===== src/rtl/ysyx_23060072_id2ex.sv =====
// ---------------------------------------------------------------------------
// ysyx_23060072_id2ex
//
// Pipeline register between the decode (ID) and execute (EX) stages, with
// load-use hazard detection.
//
// When the instruction sitting in id2ex is a load whose destination matches
// a source register of the instruction now in decode, the stage inserts a
// one-cycle bubble. Decode is held during that cycle, then accepted on the
// following cycle once the load has moved on. A saturating counter records
// how many bubble cycles were actually inserted.
//
// Parameters
//   CTRL_W             width of the opaque EX control bundle
//
// Ports
//   clk, rst_n         clock (rising edge) and asynchronous active-low reset
//   id_valid/id_ready  handshake with decode; payload is captured on
//                      id_valid & id_ready
//   id_*               decoded payload: pc, operands, register numbers,
//                      qualifiers and the EX control bundle
//   ex_ready           EX consumes the current id2ex contents this cycle
//   flush              redirect from EX; kills the id2ex contents and blocks
//                      capture for that cycle
//   id2ex_*            registered stage contents
//   load_use_stall     combinational: a load-use bubble is inserted now
//   load_use_cnt       saturating count of inserted bubble cycles
//
// Configuration macro
//   YSYX_23060072_LOAD_STORE_FWD_EN
//     When defined, a store does not stall on its rs2 (store data), because
//     that value is forwarded later at the LSU stage. The address source rs1
//     still stalls. When undefined, every instruction type stalls on either
//     source.
// ---------------------------------------------------------------------------
module ysyx_23060072_id2ex #(
  parameter int CTRL_W = 16
) (
  input  logic              clk,
  input  logic              rst_n,

  input  logic              id_valid,
  output logic              id_ready,
  input  logic [31:0]       id_pc,
  input  logic [31:0]       id_operand_a,
  input  logic [31:0]       id_operand_b,
  input  logic [4:0]        id_rs1_addr,
  input  logic [4:0]        id_rs2_addr,
  input  logic [4:0]        id_wb_addr,
  input  logic              id_has_rs1,
  input  logic              id_has_rs2,
  input  logic              id_wb_flag,
  input  logic              id_load_flag,
  input  logic              id_store_flag,
  input  logic [CTRL_W-1:0] id_ctrl,

  input  logic              ex_ready,
  input  logic              flush,

  output logic              id2ex_valid,
  output logic [31:0]       id2ex_pc,
  output logic [31:0]       id2ex_operand_a,
  output logic [31:0]       id2ex_operand_b,
  output logic [4:0]        id2ex_rs1_addr,
  output logic [4:0]        id2ex_rs2_addr,
  output logic [4:0]        id2ex_wb_addr,
  output logic              id2ex_has_rs1,
  output logic              id2ex_has_rs2,
  output logic              id2ex_wb_flag,
  output logic              id2ex_load_flag,
  output logic              id2ex_store_flag,
  output logic [CTRL_W-1:0] id2ex_ctrl,

  output logic              load_use_stall,
  output logic [15:0]       load_use_cnt
);

  logic        producer_is_load;
  logic        hazard_rs1;
  logic        hazard_rs2_raw;
  logic        hazard_rs2;
  logic        fire;
  logic [15:0] stall_cnt_q;

  // A hazard can only come from a valid load in id2ex that really writes a
  // register other than x0; x0 reads always return zero, so they never wait.
  assign producer_is_load = id2ex_valid & id2ex_load_flag & id2ex_wb_flag &
                            (id2ex_wb_addr != 5'd0);

  assign hazard_rs1     = id_valid & id_has_rs1 & producer_is_load &
                          (id_rs1_addr == id2ex_wb_addr);
  assign hazard_rs2_raw = id_valid & id_has_rs2 & producer_is_load &
                          (id_rs2_addr == id2ex_wb_addr);

`ifdef YSYX_23060072_LOAD_STORE_FWD_EN
  // Store data (rs2) is picked up later by LSU-stage forwarding, so a store
  // only needs to wait for its address operand.
  assign hazard_rs2 = hazard_rs2_raw & ~id_store_flag;
`else
  assign hazard_rs2 = hazard_rs2_raw;
`endif

  // A flush discards the decode instruction anyway, so a bubble on its
  // behalf is neither reported nor counted.
  assign load_use_stall = (hazard_rs1 | hazard_rs2) & ~flush;

  // Decode is accepted when there is no bubble, no redirect, and the stage
  // is either empty or being drained by EX this cycle.
  assign id_ready = ~load_use_stall & ~flush & (~id2ex_valid | ex_ready);
  assign fire     = id_valid & id_ready;

  assign load_use_cnt = stall_cnt_q;

  // Valid bit. Flush wins over everything. Otherwise a capture sets valid,
  // and a drain without a capture (including the load-use bubble) clears it.
  // With EX not ready and no flush the stage simply holds.
  always_ff @(posedge clk or negedge rst_n) begin
    if (!rst_n) begin
      id2ex_valid <= 1'b0;
    end else if (flush) begin
      id2ex_valid <= 1'b0;
    end else if (fire) begin
      id2ex_valid <= 1'b1;
    end else if (ex_ready) begin
      id2ex_valid <= 1'b0;
    end
  end

  // Payload registers only change on a capture. Clearing valid leaves the
  // old payload in place, which keeps toggling down on the wide datapath.
  // Flush needs no term here because it already forces id_ready low.
  always_ff @(posedge clk or negedge rst_n) begin
    if (!rst_n) begin
      id2ex_pc         <= '0;
      id2ex_operand_a  <= '0;
      id2ex_operand_b  <= '0;
      id2ex_rs1_addr   <= '0;
      id2ex_rs2_addr   <= '0;
      id2ex_wb_addr    <= '0;
      id2ex_has_rs1    <= 1'b0;
      id2ex_has_rs2    <= 1'b0;
      id2ex_wb_flag    <= 1'b0;
      id2ex_load_flag  <= 1'b0;
      id2ex_store_flag <= 1'b0;
      id2ex_ctrl       <= '0;
    end else if (fire) begin
      id2ex_pc         <= id_pc;
      id2ex_operand_a  <= id_operand_a;
      id2ex_operand_b  <= id_operand_b;
      id2ex_rs1_addr   <= id_rs1_addr;
      id2ex_rs2_addr   <= id_rs2_addr;
      id2ex_wb_addr    <= id_wb_addr;
      id2ex_has_rs1    <= id_has_rs1;
      id2ex_has_rs2    <= id_has_rs2;
      id2ex_wb_flag    <= id_wb_flag;
      id2ex_load_flag  <= id_load_flag;
      id2ex_store_flag <= id_store_flag;
      id2ex_ctrl       <= id_ctrl;
    end
  end

  // Bubble counter. A cycle counts only when the bubble actually enters the
  // pipe (EX draining the load); a stall while EX is itself blocked is just
  // a hold. The count sticks at all-ones instead of wrapping.
  always_ff @(posedge clk or negedge rst_n) begin
    if (!rst_n) begin
      stall_cnt_q <= 16'd0;
    end else if (load_use_stall && ex_ready && (stall_cnt_q != 16'hFFFF)) begin
      stall_cnt_q <= stall_cnt_q + 16'd1;
    end
  end

endmodule


===== config.mk =====
export PLATFORM = sky130hd
export DESIGN_NAME = ysyx_23060072_id2ex
export DESIGN_NICKNAME = d
export VERILOG_FILES = /design/src/rtl/ysyx_23060072_id2ex.sv
export SDC_FILE = /design/constraint.sdc
export NUM_CORES = 1
export LEC_CHECK = 0
export BUFFER_PORTS_ARGS = -buffer_cell sky130_fd_sc_hd__buf_2
export CORE_MARGIN = 2
export CORE_UTILIZATION = 51
export CTS_BUF_LIST = sky130_fd_sc_hd__clkbuf_8
export DETAILED_ROUTE_END_ITERATION = 16
export PLACE_DENSITY = 0.87
export SLEW_MARGIN = 10
export SYNTH_ARGS = -nofsm -noshare
export SYNTH_HDL_FRONTEND = slang
export SYNTH_SLANG_ARGS = --single-unit

===== constraint.sdc =====
create_clock -name clk -period 3.95 [get_ports clk]
set_clock_uncertainty 0.2 [all_clocks]
set_input_delay 0.395 -clock clk [delete_from_list [all_inputs] [get_ports clk]]
set_output_delay 0.395 -clock clk [all_outputs]
set_load 0.01 [all_outputs]

==> impl_metrics.ini <==
[drt]
vias = 5145
drtIter0Drc = 385
maxUsedRoutingLayer = met4
first_pass_iters = 5
ant_nets = 0
via_per_inst = 5.30
wl_met2_mm = 10.6
wl_mm = 19.7
wl_met1_mm = 6.72
wl_met3_mm = 1.33
drc = 0
drt-wirelength-per-cell_um = 20.3

[cts]
htree_levels = 4
cts-resized-gates = 0
numCtsBuffers = 17
root_buffer = clkbuf_8
clock_path_buffers = 2
clock_sinks = 149
clk_latency_ns = 0.46
cts.clk_slew.worst_paths_ns = 0.09
tritoncts = done

[global_routing]
grt_usage = 0.318
grt_max_degree = 111
grt_pass1_vias = 5631
antenna_found_initial = 4
grt_pass1_wl_mm = 30.3
grt_overflow = 0

[yosys]
yosys_warnings = 0
avgSynthCellArea_um2 = 15.4
yosys.area.top_type = dfrtp_1
synth_seq_cells = 149
netlist_instances = 386
syn_nets = 524
ys_top_cells_by_area = dfrtp_1 (63%), mux2_1 (15%), mux2_2 (10%)
synthTopCellsByCount = dfrtp_1 (149), mux2_1 (80), mux2_2 (53), xor2_1 (15)
async_flop_share = 1.00
synth_top_area_frac = 0.627
yosysMostFrequentCell = dfrtp_1
synth_edf_count = 0
yosysSeqAreaShare = 0.627
synth_cell_types = 29
syn_area_um2 = 5940
ys.flop_type = dfrtp_1

[sta]
min_period_over_period = 0.848
setup_viol = 0
maxSlewHeadroom = 0.348
drv_slew = 0
min_period_ns = 3.35
final_hold_viol_count = 0
tightest_slew_ns = 0.977
grt_setup_unrepaired = no
fmax_mhz = 299
finalSetupTns_ns = 0

[place]
gp_congestion = 0.924
port_buffers = 287
hpwlAfterDp_mm = 11.3
placed_cell_area_um2 = 7500

[min_path]
min_from = id_operand_a[5]
min_to = id2ex_operand_a[5]$_DFFE_PN0P_
whs_path_depth = 2
hp-class = in2reg

[critical_path]
crit_fanout = 58
cp_data_required_time_ns = 4.08
startpoint = id_rs1_addr[0]
r2r_cells = 6
crit_type = in2reg
end_kind = flip-flop
rrSetupSlack_ns = 0.72
arrival_ns = 3.48
reg2reg_from = id2ex_wb_addr[0]$_DFFE_PN0P_
crit_path_start_kind = primary input
timing.rr.end = id2ex_operand_b[0]$_DFFE_PN0P_

[power]
powerDensity_nw_per_um2 = 436
max-vdd-ir-drop_uv = 355
leakage_nw = 4.55

[run]
maxCapViolCount = 0

[floorplanning]
initial_core_util = 0.520
die_h_um = 112
core_um2 = 11400
dieArea_um2 = 12500
die_w_um = 112
ios = 288
row_count = 39

[outcome]
status = finished, final reports clean

[cells_and_area]
layout.nets = 951
area_growth_pct = 55.5
final_area_um2 = 9240
drive_above_1_share = 0.458
==> worst max-delay path, stage by stage <==
cell	delay, ns
dlygate4sd3_1	0.53
buf_2	0.15
xnor2_1	0.25
nand4_1	0.15
o22a_1	0.49
o211ai_4	0.70
buf_12	0.38
mux2_1	0.41
==> per-layer routing <==
layer | up-vias | GRT usage
met1 | 2529 | 0.321
li1 | 2233 | -
met5 | - | 0
met3 | 85 | 0.0904
met4 | 0 | 0.191
met2 | 298 | 0.578
==> stage by stage <==
stage	cells	hold WS, ns	power (mW)	util	setup slack, ns
4_1_cts	967	0.0131	3.98	0.808	0.705
5_1_grt	971	0.00102	4.19	0.809	0.529
3_5_place_dp	804	0.275	2.69	0.657	0.832
2_1_floorplan	386	-0.101	2.27	-	1.64
3_3_place_gp	804	0.268	2.65	0.657	0.928
6_report	971	0.0155	4.03	0.809	0.602
==> state kept, by name, indices dropped and copies added, names as in the netlist, 5 cells and up <==
| name | count |
|---|---|
| id2ex_rs2_addr | 5 |
| id2ex_operand_a | 32 |
| id2ex_rs1_addr | 5 |
| id2ex_pc | 32 |
| id2ex_operand_b | 32 |
| id2ex_wb_addr | 5 |
| load_use_cnt | 16 |
| id2ex_ctrl | 16 |
==> layout make-up <==
type	instances	area (µm²)
inverters	1	3.75
well taps	143	179
clock buffers	19	262
repair buffers	425	2840
diodes	4	10.0
flip-flops and latches	149	3730
fillers	580	2180
clock inverters	11	135
multi-input cells	219	2080
==> layout by cell type (no fill, tap or decap), drive strengths merged, types with 2 or more instances in the layout <==
master and count:
a21oi 2, and3 3, buf 292, bufinv 3, clkbuf 19, clkinv 6, dfrtp 149, diode 4
dlygate4sd3 133, inv 2, mux2 133, nand2 9, nand2b 2, nand3 7, nand4 6, nor2 4
nor3 6, nor4 10, o21ai 2, or4 4, xnor2 10, xor2 15
==> report_power, final <==
part	leakage (nW)	total (mW)	internal, mW	switching, mW
clock	0.208	1.21	0.643	0.563
combinational	2.55	0.911	0.470	0.441
sequential	1.79	1.91	1.76	0.154
total	4.55	4.03	2.87	1.16
==> logic make-up after synthesis <==
kind of cell / Yosys count / share of synthesized area
mux: 133 / 0.252
flops: 149 / 0.627
simple gates: 52 / 0.0482
xor+xnor: 25 / 0.0368
compound gates: 8 / 0.0101
buf+inv: 18 / 0.0234
fa+ha+maj: 1 / 0.00210
==> worst max path at each step <==
stage	to	slack, ns	depth (start not counted)
finish	id2ex_operand_b[0]$_DFFE_PN0P_	0.60	8
CTS	id2ex_operand_a[5]$_DFFE_PN0P_	0.71	8
detailed placement	id2ex_operand_b[7]$_DFFE_PN0P_	0.83	7
global placement	id2ex_operand_a[29]$_DFFE_PN0P_	0.93	7
global route	id2ex_operand_a[5]$_DFFE_PN0P_	0.53	8
floorplan	id2ex_wb_addr[1]$_DFFE_PN0P_	1.64	8
==> what timing repair did <==
| item | CTS | global route |
|---|---|---|
| endpoints found under the setup margin | 0 | 0 |
| setup buffers | 0 | 0 |
| endpoints found under the hold margin | 240 | 0 |
| hold buffers | 133 | 0 |
(Power assumes the default switching activity.)
